--- config.mk ---
export PLATFORM = sky130hd
export DESIGN_NAME = signtrunc_pipe
export DESIGN_NICKNAME = d
export VERILOG_FILES = /design/src/rtl/signtrunc_pipe.sv
export SDC_FILE = /design/constraint.sdc
export NUM_CORES = 1
export LEC_CHECK = 0
export ABC_AREA = 1
export CAP_MARGIN = 20
export CORE_MARGIN = 2
export CORE_UTILIZATION = 47
export DETAILED_ROUTE_END_ITERATION = 7
export GPL_ROUTABILITY_DRIVEN = 0
export GPL_TIMING_DRIVEN = 1
export MAX_ROUTING_LAYER = met4
export PLACE_DENSITY = 0.79
export RECOVER_POWER = 100
export SKIP_CTS_REPAIR_TIMING = 1
export SYNTH_ARGS = -nofsm -noshare
export SYNTH_HDL_FRONTEND = slang
export SYNTH_SLANG_ARGS = --single-unit
--- constraint.sdc ---
create_clock -name clk -period 2.05 [get_ports clk]
set_input_delay 0.205 -clock clk [delete_from_list [all_inputs] [get_ports clk]]
set_output_delay 0.205 -clock clk [all_outputs]
set_load 0.005 [all_outputs]
--- src/rtl/signtrunc_pipe.sv ---
// Streaming signed narrower: arithmetic shift right by SHIFT, saturate to OUT_W, count clips.
// Optional macro SIGNTRUNC_ROUND_EN selects round-half-up instead of floor before saturation.
module signtrunc_pipe #(
    parameter int IN_W  = 16,
    parameter int OUT_W = 8,
    parameter int SHIFT = 4,
    parameter int CNT_W = 16
) (
    input  logic             clk,
    input  logic             rst_n,
    input  logic             in_valid,
    output logic             in_ready,
    input  logic [IN_W-1:0]  in_data,
    output logic             out_valid,
    input  logic             out_ready,
    output logic [OUT_W-1:0] out_data,
    output logic             out_sat,
    output logic [CNT_W-1:0] sat_count,
    input  logic             clr_count
);
    // Handshake: a transfer happens on a rising edge where valid && ready; a source holds
    // its payload while valid is high and ready is low, and ready never waits on valid.

    // One extra bit of headroom so the rounding offset cannot wrap a max-positive input.
    localparam int SW = IN_W + 1;

    localparam logic signed [SW-1:0] Q_MAX = {{(SW-OUT_W+1){1'b0}}, {(OUT_W-1){1'b1}}};
    localparam logic signed [SW-1:0] Q_MIN = {{(SW-OUT_W+1){1'b1}}, {(OUT_W-1){1'b0}}};
    localparam logic [OUT_W-1:0]     O_MAX = {1'b0, {(OUT_W-1){1'b1}}};
    localparam logic [OUT_W-1:0]     O_MIN = {1'b1, {(OUT_W-1){1'b0}}};

`ifdef SIGNTRUNC_ROUND_EN
    localparam logic signed [SW-1:0] RND_ADD =
        (SHIFT > 0) ? (SW'(1) << ((SHIFT > 0) ? SHIFT - 1 : 0)) : '0;
`else
    localparam logic signed [SW-1:0] RND_ADD = '0;
`endif

    typedef enum logic {
        ST_EMPTY = 1'b0,
        ST_FULL  = 1'b1
    } state_t;

    state_t             state_q, state_d;
    logic [OUT_W-1:0]   data_q, data_d;
    logic               sat_q, sat_d;
    logic [CNT_W-1:0]   cnt_q, cnt_d;

    logic               in_xfer;
    logic               out_xfer;
    logic signed [SW-1:0] s_ext;
    logic signed [SW-1:0] s_rnd;
    logic signed [SW-1:0] q_val;
    logic [OUT_W-1:0]   res_data;
    logic               res_sat;

    // Output-register occupancy: state register
    always_ff @(posedge clk or negedge rst_n) begin
        if (!rst_n) begin
            state_q <= ST_EMPTY;
            data_q  <= '0;
            sat_q   <= 1'b0;
            cnt_q   <= '0;
        end else begin
            state_q <= state_d;
            data_q  <= data_d;
            sat_q   <= sat_d;
            cnt_q   <= cnt_d;
        end
    end

    // Occupancy: next-state logic
    always_comb begin
        state_d = state_q;
        case (state_q)
            ST_EMPTY: if (in_xfer) state_d = ST_FULL;
            ST_FULL:  if (out_xfer && !in_xfer) state_d = ST_EMPTY;
            default:  state_d = ST_EMPTY;
        endcase
    end

    // Occupancy: outputs
    always_comb begin
        out_valid = (state_q == ST_FULL);
        in_ready  = !out_valid || out_ready;
    end

    assign in_xfer  = in_valid && in_ready;
    assign out_xfer = out_valid && out_ready;

    always_comb begin
        s_ext    = {in_data[IN_W-1], in_data};
        s_rnd    = s_ext + RND_ADD;
        q_val    = s_rnd >>> SHIFT;
        res_data = q_val[OUT_W-1:0];
        res_sat  = 1'b0;
        if (q_val > Q_MAX) begin
            res_data = O_MAX;
            res_sat  = 1'b1;
        end else if (q_val < Q_MIN) begin
            res_data = O_MIN;
            res_sat  = 1'b1;
        end
    end

    always_comb begin
        data_d = data_q;
        sat_d  = sat_q;
        if (in_xfer) begin
            data_d = res_data;
            sat_d  = res_sat;
        end
    end

    // Clear takes effect first so a clip in the same cycle leaves the count at one.
    always_comb begin
        cnt_d = clr_count ? '0 : cnt_q;
        if (in_xfer && res_sat && (cnt_d != {CNT_W{1'b1}})) begin
            cnt_d = cnt_d + CNT_W'(1);
        end
    end

    assign out_data  = data_q;
    assign out_sat   = sat_q;
    assign sat_count = cnt_q;

endmodule

Yosys cells after proc, flatten, opt, wreduce, memory -nomap -nowiden
Index checks and enable logic that the tools add are counted.
Widths: inputs -> output; s select.
{"block": "totals", "regBits": 26, "input_bits": 21, "out_inout_bits": 27, "word_cells": 26}
{"block": "op_classes", "add_sub_neg": 1, "n_lt_le_gt_ge": 2, "eq_ne": 1, "mux": 9, "bitwise_logic": 1, "n_reduce_logical": 8}
{"operator": "$mux 16", "count": 2}
{"operator": "$add 16x1->16 const B", "count": 1}
{"operator": "$mux 8", "count": 2}
{"operator": "$ne 16x16->1 const B", "count": 1}
{"operator": "$gt 12x8->1 const B", "count": 1}
{"operator": "$lt 12x8->1 const B", "count": 1}
{"operator": "$logic_and 1x1->1", "count": 5}
{"operator": "$mux 1", "count": 4}
{"operator": "$logic_not 1->1", "count": 2}
{"operator": "$pmux 1 s2", "count": 1}
{"operator": "$logic_or 1x1->1", "count": 1}
{"operator": "$not 1->1", "count": 1}

Depth between registers and ports, before layout
{"block": "logic_depth", "ltp_word": 7, "ltp_mapped": 12}

Least setup slack after synthesis
No wires, ideal clock.
{"block": "synth_timing", "path_type": "register to register", "from": "reg cnt_q[1], in the netlist sat_count[1]", "to": "reg cnt_q[12], in the netlist sat_count[12]", "arrival_time_ns": 1.524, "slack_ns": 0.409, "stages_incl_launch_ff": 10, "synth_period_minus_slack_ns": 1.641, "cell_sequence": "dfrtp_1 inv_1 nor2_1 ha_1 nand4_2 nor2_4 a21oi_4 buf_2 nand2_1 nand2_1"}
{"block": "synth_between", "elab_chain_len": 4, "elab_cells_between_ends": 5, "cone_classes": "add/sub: 1; eq/ne: 1; mux: 2; reduce/logical: 1"}
{"item": "from (decl)", "line_no": "47", "source": "logic [CNT_W-1:0] cnt_q, cnt_d;"}
{"item": "from (signal assigned)", "line_no": "68", "source": "cnt_q <= cnt_d;"}
{"item": "$mux 16 (*)", "line_no": "117", "source": "cnt_d = clr_count ? '0 : cnt_q;"}
{"item": "parallel branches: the longest is 2 deep, another holds $add 16x1->16"}
{"item": "$mux 16 (*)", "line_no": "118", "source": "if (in_xfer && res_sat && (cnt_d != {CNT_W{1'b1}})) begin"}
{"item": "net cnt_d[12]", "line_no": "47"}
Mark *: on every way through the listed nets, which the timed path passes.
A chain may end at the register's enable or synchronous reset.

Worst setup path after layout
{"block": "layout_timing", "from": "in clr_count", "to": "reg cnt_q[4], in the netlist sat_count[4]"}
{"block": "layout_between", "elab_chain_len": 4, "elab_cells_between_ends": 5, "cone_classes": "add/sub: 1; eq/ne: 1; mux: 2; reduce/logical: 1"}
{"item": "from (decl)", "line_no": "19", "source": "input logic clr_count"}
{"item": "$mux 16 (*)", "line_no": "117"}
{"item": "parallel branches: the longest is 2 deep, another holds $add 16x1->16"}
{"item": "$mux 16 (*)", "line_no": "118"}
{"item": "net cnt_d[4]", "line_no": "47"}
Marks and branches as above.

==> run summary <==
status - completed
Reg2Reg Setup Slack - 0.34 ns
main combinational cell family by area after synthesis - simple AND/OR/NAND/NOR gates
Mapped Area - 0.00167 mm2
Seq pwr share - 50.4%
unrepaired setup endpoints after global routing - false
Clock Path Buffers - 2
setup violators final - 0
Yosys top cell area share - 39.0%
post-synthesis adder-cell area fraction - 0.749%
crit path DAT - 2.03 ns
Num CTS Buffers - 3
Compound-Gate Fraction of Synth Area - 3.37%
routed vias/inst - 4.81
Worst Max-Slew Pin Slew - 1.38 ns
Post-Syn Instances - 253
worst-skew pair later-pin latency - 0.33 ns
port buffer count - 43
Hold Path Class - primary input to register
Die W - 63.6 um
post-synth net total - 275
area occupied by multi-input gates - 858 um2
Worst setup EP type - register
Die Ht - 63.6 um
top cell family by delay on the critical path - simple AND/OR/NAND/NOR gates
Setup TNS Final - 0 ns
initial antenna violation count - 0
final hold violations - 0
sequential area share after synthesis - 39.0%
Placed Area - 0.00225 mm2
core box area - 0.00336 mm2
share of cells above drive strength 1 - 10.0%
Top FF cell, synth - dfrtp_1
DRC - 0
Synth Area in Simple Gates - 43.9%
die area - 0.00405 mm2
post-route ant nets - 0
Pint - 0.839 mW
Comb power frac - 17.2%
top cells by count, synth - 108 x nand2_1, 37 x nor2_1, 29 x inv_1
remaining global-route overflow - 0
critical path type - primary input to register
post-synthesis mux area share - 0%
yosys warns - 0
Max Cap Viol - 0
sw frac - 24.0%
count of cell types in the netlist - 20
post-layout min period - 1.75 ns
Sw Pwr - 0.264 mW
worst vdd ir - 0.578 mV
vias in the first global route - 1,568
starting density of the core - 49.7%
crit-path max FO - 16
mean post-synth cell area - 6.60 um2
First-pass DRT Iterations - 5
GRT Overall Usage - 21.7%
#FFs+latches synth - 26
Async SR Flop Fraction - 100%
dpl hpwl - 3.03 mm
TritonCTS clock tree - done
Final nets - 333
Worst slew margin - 7.87%
Final Instance Area - 0.00229 mm2
Post-Route WL - 3.93 mm
final hold slack - 0.410 ns
Clock power frac - 32.4%
Post-synth EDFFs - 0
Worst Skew - 0.00403 ns
cell taking the most area after synthesis - dfrtp_1
FILL cells - 314
first-pass GRT wire length - 6.82 mm
Leak Pwr - 1.19 nW
largest net degree at the start of global routing - 27
Most common cell on crit path - nand2_1
Max Clk Rate - 570 MHz
DR vias - 1,711
worst path cell trace - clkdlybuf4s50_1, inv_1, nand2_1, inv_1, ha_1, nand4_2, nor2_4, nand2_2, nand2_2, nand2_1, nand2_1
clk slew on worst S/H paths - 0.15 ns
Num Clock Sinks - 26
per-cell routed wire length - 11.0 um
row cnt - 21
area grow syn2layout - 36.9%
top post-synthesis cells by area - dfrtp_1 39%, nand2_1 24%, nor2_1 8.3%
Worst Path Required - 2.32 ns
Final Max Tran Viols - 0
XOR/XNOR share of the synthesized area - 3.67%
Critical-path top delay cell - clkdlybuf4s50_1
DR iter-0 viols - 103
H-tree depth - 1
Buf/Inv on CP - 3
Storage cell area - 651 um2
Clock Tree Root - clkbuf_4
count leader, synth - nand2_1
CP max stage delay - 0.49 ns
type of origin of the critical path - primary input
Cell Pwr Density - 482 mW/mm2
Final Cycle Share - 85.6%
diode count - 0
I/O pins - 48
[power by group through the flow]
| stage | Combinational [mW] | Sequential [mW] | Clock (mW) |
|---|---|---|---|
| finish | 0.189 | 0.556 | 0.358 |
| global route | 0.213 | 0.561 | 0.388 |
| CTS | 0.208 | 0.558 | 0.363 |
| detailed placement | 0.207 | 0.568 | 0 |
| global placement | 0.205 | 0.567 | 0 |
| floorplan | 0.0684 | 0.571 | 0 |
[layout by cell type (no fill, tap or decap), drive strengths merged]
cell type,instances
nand3,10
ha,1
nand4,8
xor2,5
dlygate4sd3,28
clkbuf,5
clkdlybuf4s50,15
bufinv,1
dfrtp,26
a21oi,1
o21ai,8
inv,32
buf,13
nand2,112
xnor2,2
nor2,43
[layout make-up]
type,instances,area share [%]
sequential,26,28.4
multi-input combinational,190,37.5
timing repair buffer,58,24.0
inverter,32,5.25
clock inverter,1,1.31
tap,46,2.52
clock buffer,3,0.985
[cells by family (layout without fill, tap and decap cells)]
family          Yosys count  after routing
compound gates            9              9
buf+inv                  37             94
flops                    26             26
simple gates            173            173
xor+xnor                  7              7
fa+ha+maj                 1              1
[per-layer routing]
layer	global-route usage, %	up-vias	share of wire (%)
li1	-	883	-
met1	28.1	773	47
met2	35.7	53	47
met3	3.39	2	5.1
met4	5.43	0	0.66
met5	-	-	0
[worst min-delay path: cells and delay by family]
family,cells,cell delay [ns]
buffers and inverters,2,0.47
AND/OR/NAND/NOR,1,0.04
[stage by stage]
stage                     total power [mW]  setup WS [ns]  util [%]  std cells
after floorplan                      0.639          0.409         -        253
after global placement               0.772         0.0752      66.8        352
after detailed placement             0.776         0.0465      66.8        352
after CTS                             1.13          0.403      68.4        356
after global routing                  1.16          0.122      68.0        356
final                                 1.10          0.295      68.0        356
[path summary, 6_finish.rpt]
kind,from,end,cells after the start
worst min-delay path,in_valid,out_valid,3
min in group asynchronous,rst_n,sat_count[14],2
worst max register to register,sat_count[1],sat_count[4],9
worst max-delay path,clr_count,sat_count[4],11
worst min register to register,out_data[5],out_data[5],2
max in group asynchronous,rst_n,out_data[1],2
[sequential cells by signal, summed over array words and instances (netlist names)]
signal	count
out_data	8
out_sat	1
out_valid	1
sat_count	16
Power figures use the tool's default switching activity.
